==> src/rtl/dilithium_pkg.sv <==
// Shared constants, types and helpers for the Dilithium datapath blocks.
//   N, LOGN, ETA, Q, QW : polynomial and modulus geometry
//   coeff_t             : one canonical mod-q coefficient
//   state_e             : streaming FSM states
//   brv()               : bit reversal of a coefficient index over LOGN bits
package dilithium_pkg;

  localparam int unsigned N    = 256;
  localparam int unsigned LOGN = $clog2(N);
  localparam int unsigned ETA  = 2;
  localparam int unsigned Q    = 8380417;
  localparam int unsigned QW   = 23;

  typedef logic [QW-1:0] coeff_t;

  typedef enum logic [1:0] {
    StIdle,
    StStream,
    StDone
  } state_e;

  function automatic logic [LOGN-1:0] brv(input logic [LOGN-1:0] idx);
    logic [LOGN-1:0] r;
    for (int i = 0; i < LOGN; i++) begin
      r[i] = idx[LOGN-1-i];
    end
    return r;
  endfunction

endpackage

==> src/rtl/eta_coeff_map.sv <==
// Combinational single-lane mapper from a packed small field (holding ETA - c)
// to the canonical mod-q coefficient c.
//   field   in  packed field value
//   coeff   out c when c >= 0, else Q + c; 0 for an illegal field
//   illegal out field exceeds 2*ETA
module eta_coeff_map
  import dilithium_pkg::*;
#(
  parameter int unsigned COEFF_WIDTH = 3
) (
  input  logic [COEFF_WIDTH-1:0] field,
  output coeff_t                 coeff,
  output logic                   illegal
);

  localparam logic [COEFF_WIDTH-1:0] FMax     = COEFF_WIDTH'(2 * ETA);
  localparam logic [COEFF_WIDTH-1:0] FEta     = COEFF_WIDTH'(ETA);
  localparam coeff_t                 EtaQ     = QW'(ETA);
  localparam coeff_t                 QPlusEta = QW'(Q + ETA);

  always_comb begin
    illegal = 1'b0;
    coeff   = '0;
    if (field > FMax) begin
      illegal = 1'b1;
    end else if (field <= FEta) begin
      coeff = EtaQ - QW'(field);
    end else begin
      // Negative c wraps to Q + c = Q + ETA - field
      coeff = QPlusEta - QW'(field);
    end
  end

endmodule

==> src/rtl/eta_poly_to_modq.sv <==
// Streams one packed small-coefficient polynomial out as canonical mod-q
// coefficients, LANES per beat, with valid/ready backpressure.
//   clk, rst   clock, asynchronous active-high reset
//   start      one-cycle request; captures poly_pack when idle
//   poly_pack  packed fields, field i at [i*COEFF_WIDTH +: COEFF_WIDTH]
//   busy       high while streaming
//   out_valid / out_ready / out_data / out_index / out_last : output beat
//   done       one-cycle pulse after the final handshake
//   err        sticky illegal-field flag, cleared by the next accepted start
// Build option: define NTT_BITREV_EN to emit coefficients in bit-reversed
// order (out_index stays sequential).
module eta_poly_to_modq
  import dilithium_pkg::*;
#(
  parameter int unsigned COEFF_WIDTH = 3,
  parameter int unsigned LANES       = 4
) (
  input  logic                     clk,
  input  logic                     rst,
  input  logic                     start,
  input  logic [COEFF_WIDTH*N-1:0] poly_pack,
  output logic                     busy,
  output logic                     out_valid,
  input  logic                     out_ready,
  output logic [LANES*QW-1:0]      out_data,
  output logic [LOGN-1:0]          out_index,
  output logic                     out_last,
  output logic                     done,
  output logic                     err
);

  localparam int unsigned Beats = N / LANES;
  localparam int unsigned KW    = $clog2(Beats);
  localparam int unsigned LW    = $clog2(LANES);

  state_e                   state_q, state_d;
  logic [KW-1:0]            k_q, k_d;
  logic [LANES*QW-1:0]      data_q, data_d;
  logic                     err_q, err_d;
  logic [COEFF_WIDTH*N-1:0] poly_q;

  logic                     idle, hs, last_beat, any_illegal;
  logic [COEFF_WIDTH*N-1:0] src;
  logic [KW-1:0]            beat_sel;
  logic [LANES*QW-1:0]      next_data;
  logic [LANES-1:0]         lane_illegal;

  assign idle      = (state_q == StIdle);
  assign hs        = out_valid & out_ready;
  assign last_beat = (k_q == KW'(Beats - 1));

  // The first beat is built straight from poly_pack so it can be registered
  // in the same edge that loads the shadow copy.
  assign src      = idle ? poly_pack : poly_q;
  assign beat_sel = idle ? '0 : k_q + KW'(1);

  for (genvar j = 0; j < LANES; j++) begin : g_lane
    logic [LOGN-1:0]        seq_idx;
    logic [LOGN-1:0]        idx;
    logic [COEFF_WIDTH-1:0] field;
    coeff_t                 coeff;

    assign seq_idx = (LOGN'(beat_sel) << LW) | LOGN'(j);
`ifdef NTT_BITREV_EN
    assign idx = brv(seq_idx);
`else
    assign idx = seq_idx;
`endif
    assign field = src[idx*COEFF_WIDTH +: COEFF_WIDTH];

    eta_coeff_map #(
      .COEFF_WIDTH(COEFF_WIDTH)
    ) u_map (
      .field  (field),
      .coeff  (coeff),
      .illegal(lane_illegal[j])
    );

    assign next_data[j*QW +: QW] = coeff;
  end

  assign any_illegal = |lane_illegal;

  always_comb begin
    state_d = state_q;
    k_d     = k_q;
    data_d  = data_q;
    err_d   = err_q;
    unique case (state_q)
      StIdle: begin
        if (start) begin
          state_d = StStream;
          k_d     = '0;
          data_d  = next_data;
          err_d   = any_illegal;
        end
      end
      StStream: begin
        if (hs) begin
          // Wraps to zero after the final beat
          k_d = k_q + KW'(1);
          if (last_beat) begin
            state_d = StDone;
          end else begin
            data_d = next_data;
            err_d  = err_q | any_illegal;
          end
        end
      end
      StDone:  state_d = StIdle;
      default: state_d = StIdle;
    endcase
  end

  always_ff @(posedge clk or posedge rst) begin
    if (rst) begin
      state_q <= StIdle;
      k_q     <= '0;
      data_q  <= '0;
      err_q   <= 1'b0;
      poly_q  <= '0;
    end else begin
      state_q <= state_d;
      k_q     <= k_d;
      data_q  <= data_d;
      err_q   <= err_d;
      if (idle && start) begin
        poly_q <= poly_pack;
      end
    end
  end

  assign busy      = (state_q == StStream);
  assign out_valid = (state_q == StStream);
  assign done      = (state_q == StDone);
  assign out_data  = data_q;
  assign out_index = LOGN'(k_q) << LW;
  assign out_last  = out_valid & last_beat;
  assign err       = err_q;

endmodule

==> config.mk <==
export PLATFORM = sky130hd
export DESIGN_NAME = eta_poly_to_modq
export DESIGN_NICKNAME = d
export VERILOG_FILES = /design/src/rtl/dilithium_pkg.sv /design/src/rtl/eta_coeff_map.sv /design/src/rtl/eta_poly_to_modq.sv
export SDC_FILE = /design/constraint.sdc
export NUM_CORES = 2
export LEC_CHECK = 0
export ABC_AREA = 1
export ABC_CLOCK_PERIOD_IN_PS = 52300
export CORE_AREA = 2 2 339 341
export DETAILED_ROUTE_END_ITERATION = 8
export DIE_AREA = 0 0 341 343
export GPL_TIMING_DRIVEN = 0
export HOLD_SLACK_MARGIN = 0.15
export REMOVE_ABC_BUFFERS = 1
export SETUP_SLACK_MARGIN = 0.3
export SLEW_MARGIN = 15
export SYNTH_ARGS = -nofsm -noshare
export SYNTH_HDL_FRONTEND = slang
export SYNTH_SLANG_ARGS = --single-unit
export TNS_END_PERCENT = 30
==> constraint.sdc <==
create_clock -name clk -period 52.3 [get_ports clk]
set_input_delay 10.46 -clock clk [delete_from_list [all_inputs] [get_ports clk]]
set_output_delay 10.46 -clock clk [all_outputs]
set_load 0.02 [all_outputs]
==> metrics.cfg <==
[sta]
period_share_pct = 26.2
finalSetupTns_ps = 0
tightest_slew_ps = 1200
period_minus_slack_ps = 13680
max-slew-margin-rel_pct = 19.4
fin_skew_ps = 20.1
worst_slack_ps = 38620
hold_viol = 0
slew_violations = 0
max_freq_mhz = 73.1
setup_violations = 0
rsz0062_at_grt = no

[routing]
viasPerCell = 5.07
first_pass_iters = 5
routed_wl_um = 168000
vias = 41100
drc = 0
wl_per_cell_um = 20.7
drt-initial-drc-count = 3231
ant_nets = 0

[power]
combPwrFrac_pct = 45.9
p_seq_share_pct = 31.4
ir_drop_mv = 0.0479
power_frac_clock_pct = 22.6
powerDensity_nw_per_um2 = 53.2
switchingPower_mw = 1.26
power_leakage_nw = 26.6
total_power_mw = 2.94
p_sw_share_pct = 42.7
p_int_mw = 1.68

[global_route]
first_global_vias = 39000
globalRouteTotalUtil_pct = 28.0
grt_max_degree = 157
grt_pass1_wl_um = 248000
antenna_found_initial = 66
overflow = 0

[critical_path]
cp.required_ps = 41840
cp_cell_sequence = ha_4, nand2_1, inv_1, nand3_1, nor2_1, nand2_1, nor2_1, clkdlybuf4s50_1
crit_path_start_kind = flop
critPathCaptureType = output port
cp_max_fo = 35
rrSetupSlack_ps = 46970
max_stage_delay_ps = 770
worst-path-buf-inv = 2
rr_startpoint = k_q[0]
slowest_stage = dfrtp_4
r2r_cells = 17
worstSetupPathType = reg2out
cp.arrival_ps = 3220
path_delay_family = buffers and inverters
r2r-end = out_data[59]

[final_layout]
nets = 7243
ff_latch_area_um2 = 19900
stdcell_area_um2 = 55300
final_common_cell = nand2_1
fill_cells = 11200
most-common-layout-cells = nand2_1, clkdlybuf4s50_1, dfrtp_1, nand3_1, o21ai_0
multi_input_area_um2 = 17700
drive_above_1_share_pct = 4.12
area_growth_pct = 32.0

[die]
start_util_pct = 36.9
ios = 877
fp-row-count = 124
dieArea_um2 = 117000
die_h_um = 343
core_um2 = 113000
die_w_um = 341

[placement]
port_buffers = 874
pre_cts_ws_ps = 38290
placed_cell_area_um2 = 52100
gp_congestion = 0.825
dpl.hpwl_um = 111000

[yosys]
yosysWarnings = 0
synth.avg_cell_area_um2 = 7.13
ys_seq_elements = 797
synth_cell_type_count = 37
synth-async-reset-ratio_pct = 100
synth.yosys.seq_area_share_pct = 47.6
synthFlopType = dfrtp_1
synth_edf_count = 0
synthCells = 5877
netlist_area_um2 = 41900

[cts]
postCtsSetupBuffers = 0
cts_resized = 0
cts_tree = done
clk_pin_slew_ps = 70
cts_inserted_buffers = 94
holdBufCountCts = 0
clock_latency_ps = 690
clockBufferDepth = 3
cts_root_buffer = clkbuf_16
htreeDepth = 3
cts.sinks = 797

[hold_path]
whs_path_depth = 2
worstHoldPathType = reg2reg
hold_end = poly_q[191]
hp-start = poly_q[191]

[run]
cap_violations = 0

[run_status]
run_status = completed

-- power by group through the flow --
| stage | Combinational (mW) | Sequential, mW | Clock (mW) |
|---|---|---|---|
| after floorplan | 0.752 | 0.963 | 0 |
| after global placement | 1.33 | 0.958 | 0 |
| after detailed placement | 1.35 | 0.931 | 0 |
| after CTS | 1.36 | 0.922 | 0.678 |
| after global routing | 1.50 | 0.947 | 0.702 |
| final | 1.35 | 0.924 | 0.666 |
-- cell type report --
cell class	instances	area share, %
inverters	516	3.55
repair buffers	946	19.1
diodes	54	0.244
well taps	1512	3.42
clock inverters	31	0.554
clock buffers	140	4.98
multi-input cells	4107	32.0
flip-flops and latches	797	36.1
-- worst reg2reg max path: stages (launching register included) --
cell and delay (ps):
dfrtp_4 770, nand4_1 240, nand2_2 920, inv_2 680
nand2_4 580, buf_16 310, nand3_1 140, nand3_1 120
nand3_1 260, nand2_1 430, ha_1 250, inv_1 40
nand2_1 100, nand2_1 80, nand2_1 60, nand2_1 100
nand2_1 80, nand2_1 40
-- stage by stage --
| stage | cells | hold slack [ps] | util, % |
|---|---|---|---|
| finish | 8103 | 470 | 48.8 |
| global route | 8096 | 488 | 48.8 |
| CTS | 8049 | 475 | 48.7 |
| detailed placement | 7878 | 459 | 46.0 |
| global placement | 7806 | 458 | 44.2 |
| floorplan | 5420 | 441 | - |
-- sequential cells by signal (all words and copies together) (netlist names) --
register,cells
poly_q,768
out_data,20
k_q,6
state_q,2
err,1
-- logic make-up after synthesis --
kind of cell	synth area share (%)
adder cells (fa/ha/maj)	0.269
flip-flops	47.6
multiplexers	0.0717
buffers and inverters	10.4
AND/OR/NAND/NOR	31.9
other	0.00895
AO/OA/AOI/OAI	9.74
XOR/XNOR	0.0209
-- how the worst max path moves through the flow --
| stage | end | start | slack [ps] | cells past startpoint |
|---|---|---|---|---|
| 2_1_floorplan | poly_q[101] | start | 15590 | 4 |
| 3_3_place_gp | poly_q[308] | start | -20710 | 5 |
| 3_5_place_dp | poly_q[108] | start | 38290 | 8 |
| 4_1_cts | out_last | k_q[0] | 38610 | 8 |
| 5_1_grt | out_last | k_q[0] | 38400 | 8 |
| 6_report | out_last | k_q[0] | 38620 | 8 |
-- layer usage --
metal	wire length, um	vias up	global-route usage [%]
li1	-	19600	-
met1	70300	19700	36.9
met2	80000	1507	45.1
met3	11900	290	5.41
met4	5530	24	11.3
met5	157	-	0
-- Yosys cell counts, types with 2 or more instances --
master | n | area [um^2]
nand3_1 | 575 | 2880
nor2_2 | 4 | 25.0
nand4_1 | 46 | 288
buf_4 | 105 | 788
a21boi_0 | 2 | 15.0
o221ai_1 | 2 | 17.5
o21ai_1 | 31 | 155
a21oi_1 | 157 | 786
o21bai_1 | 3 | 22.5
nor2_4 | 4 | 45.0
dfrtp_1 | 797 | 19900
mux2i_1 | 3 | 30.0
nand2_4 | 2 | 22.5
o2111ai_1 | 5 | 43.8
buf_1 | 25 | 93.8
inv_1 | 505 | 1900
a21oi_2 | 4 | 35.0
o22ai_1 | 4 | 25.0
nand2_1 | 2440 | 9160
nand2_2 | 10 | 62.6
a22oi_1 | 7 | 52.6
nor2_1 | 220 | 826
o21ai_0 | 530 | 2650
inv_2 | 11 | 41.3
clkbuf_1 | 124 | 465
buf_6 | 6 | 67.6
buf_2 | 198 | 991
or2_2 | 5 | 31.3
ha_1 | 9 | 113
o211ai_1 | 36 | 270
(Power assumes the default switching activity.)
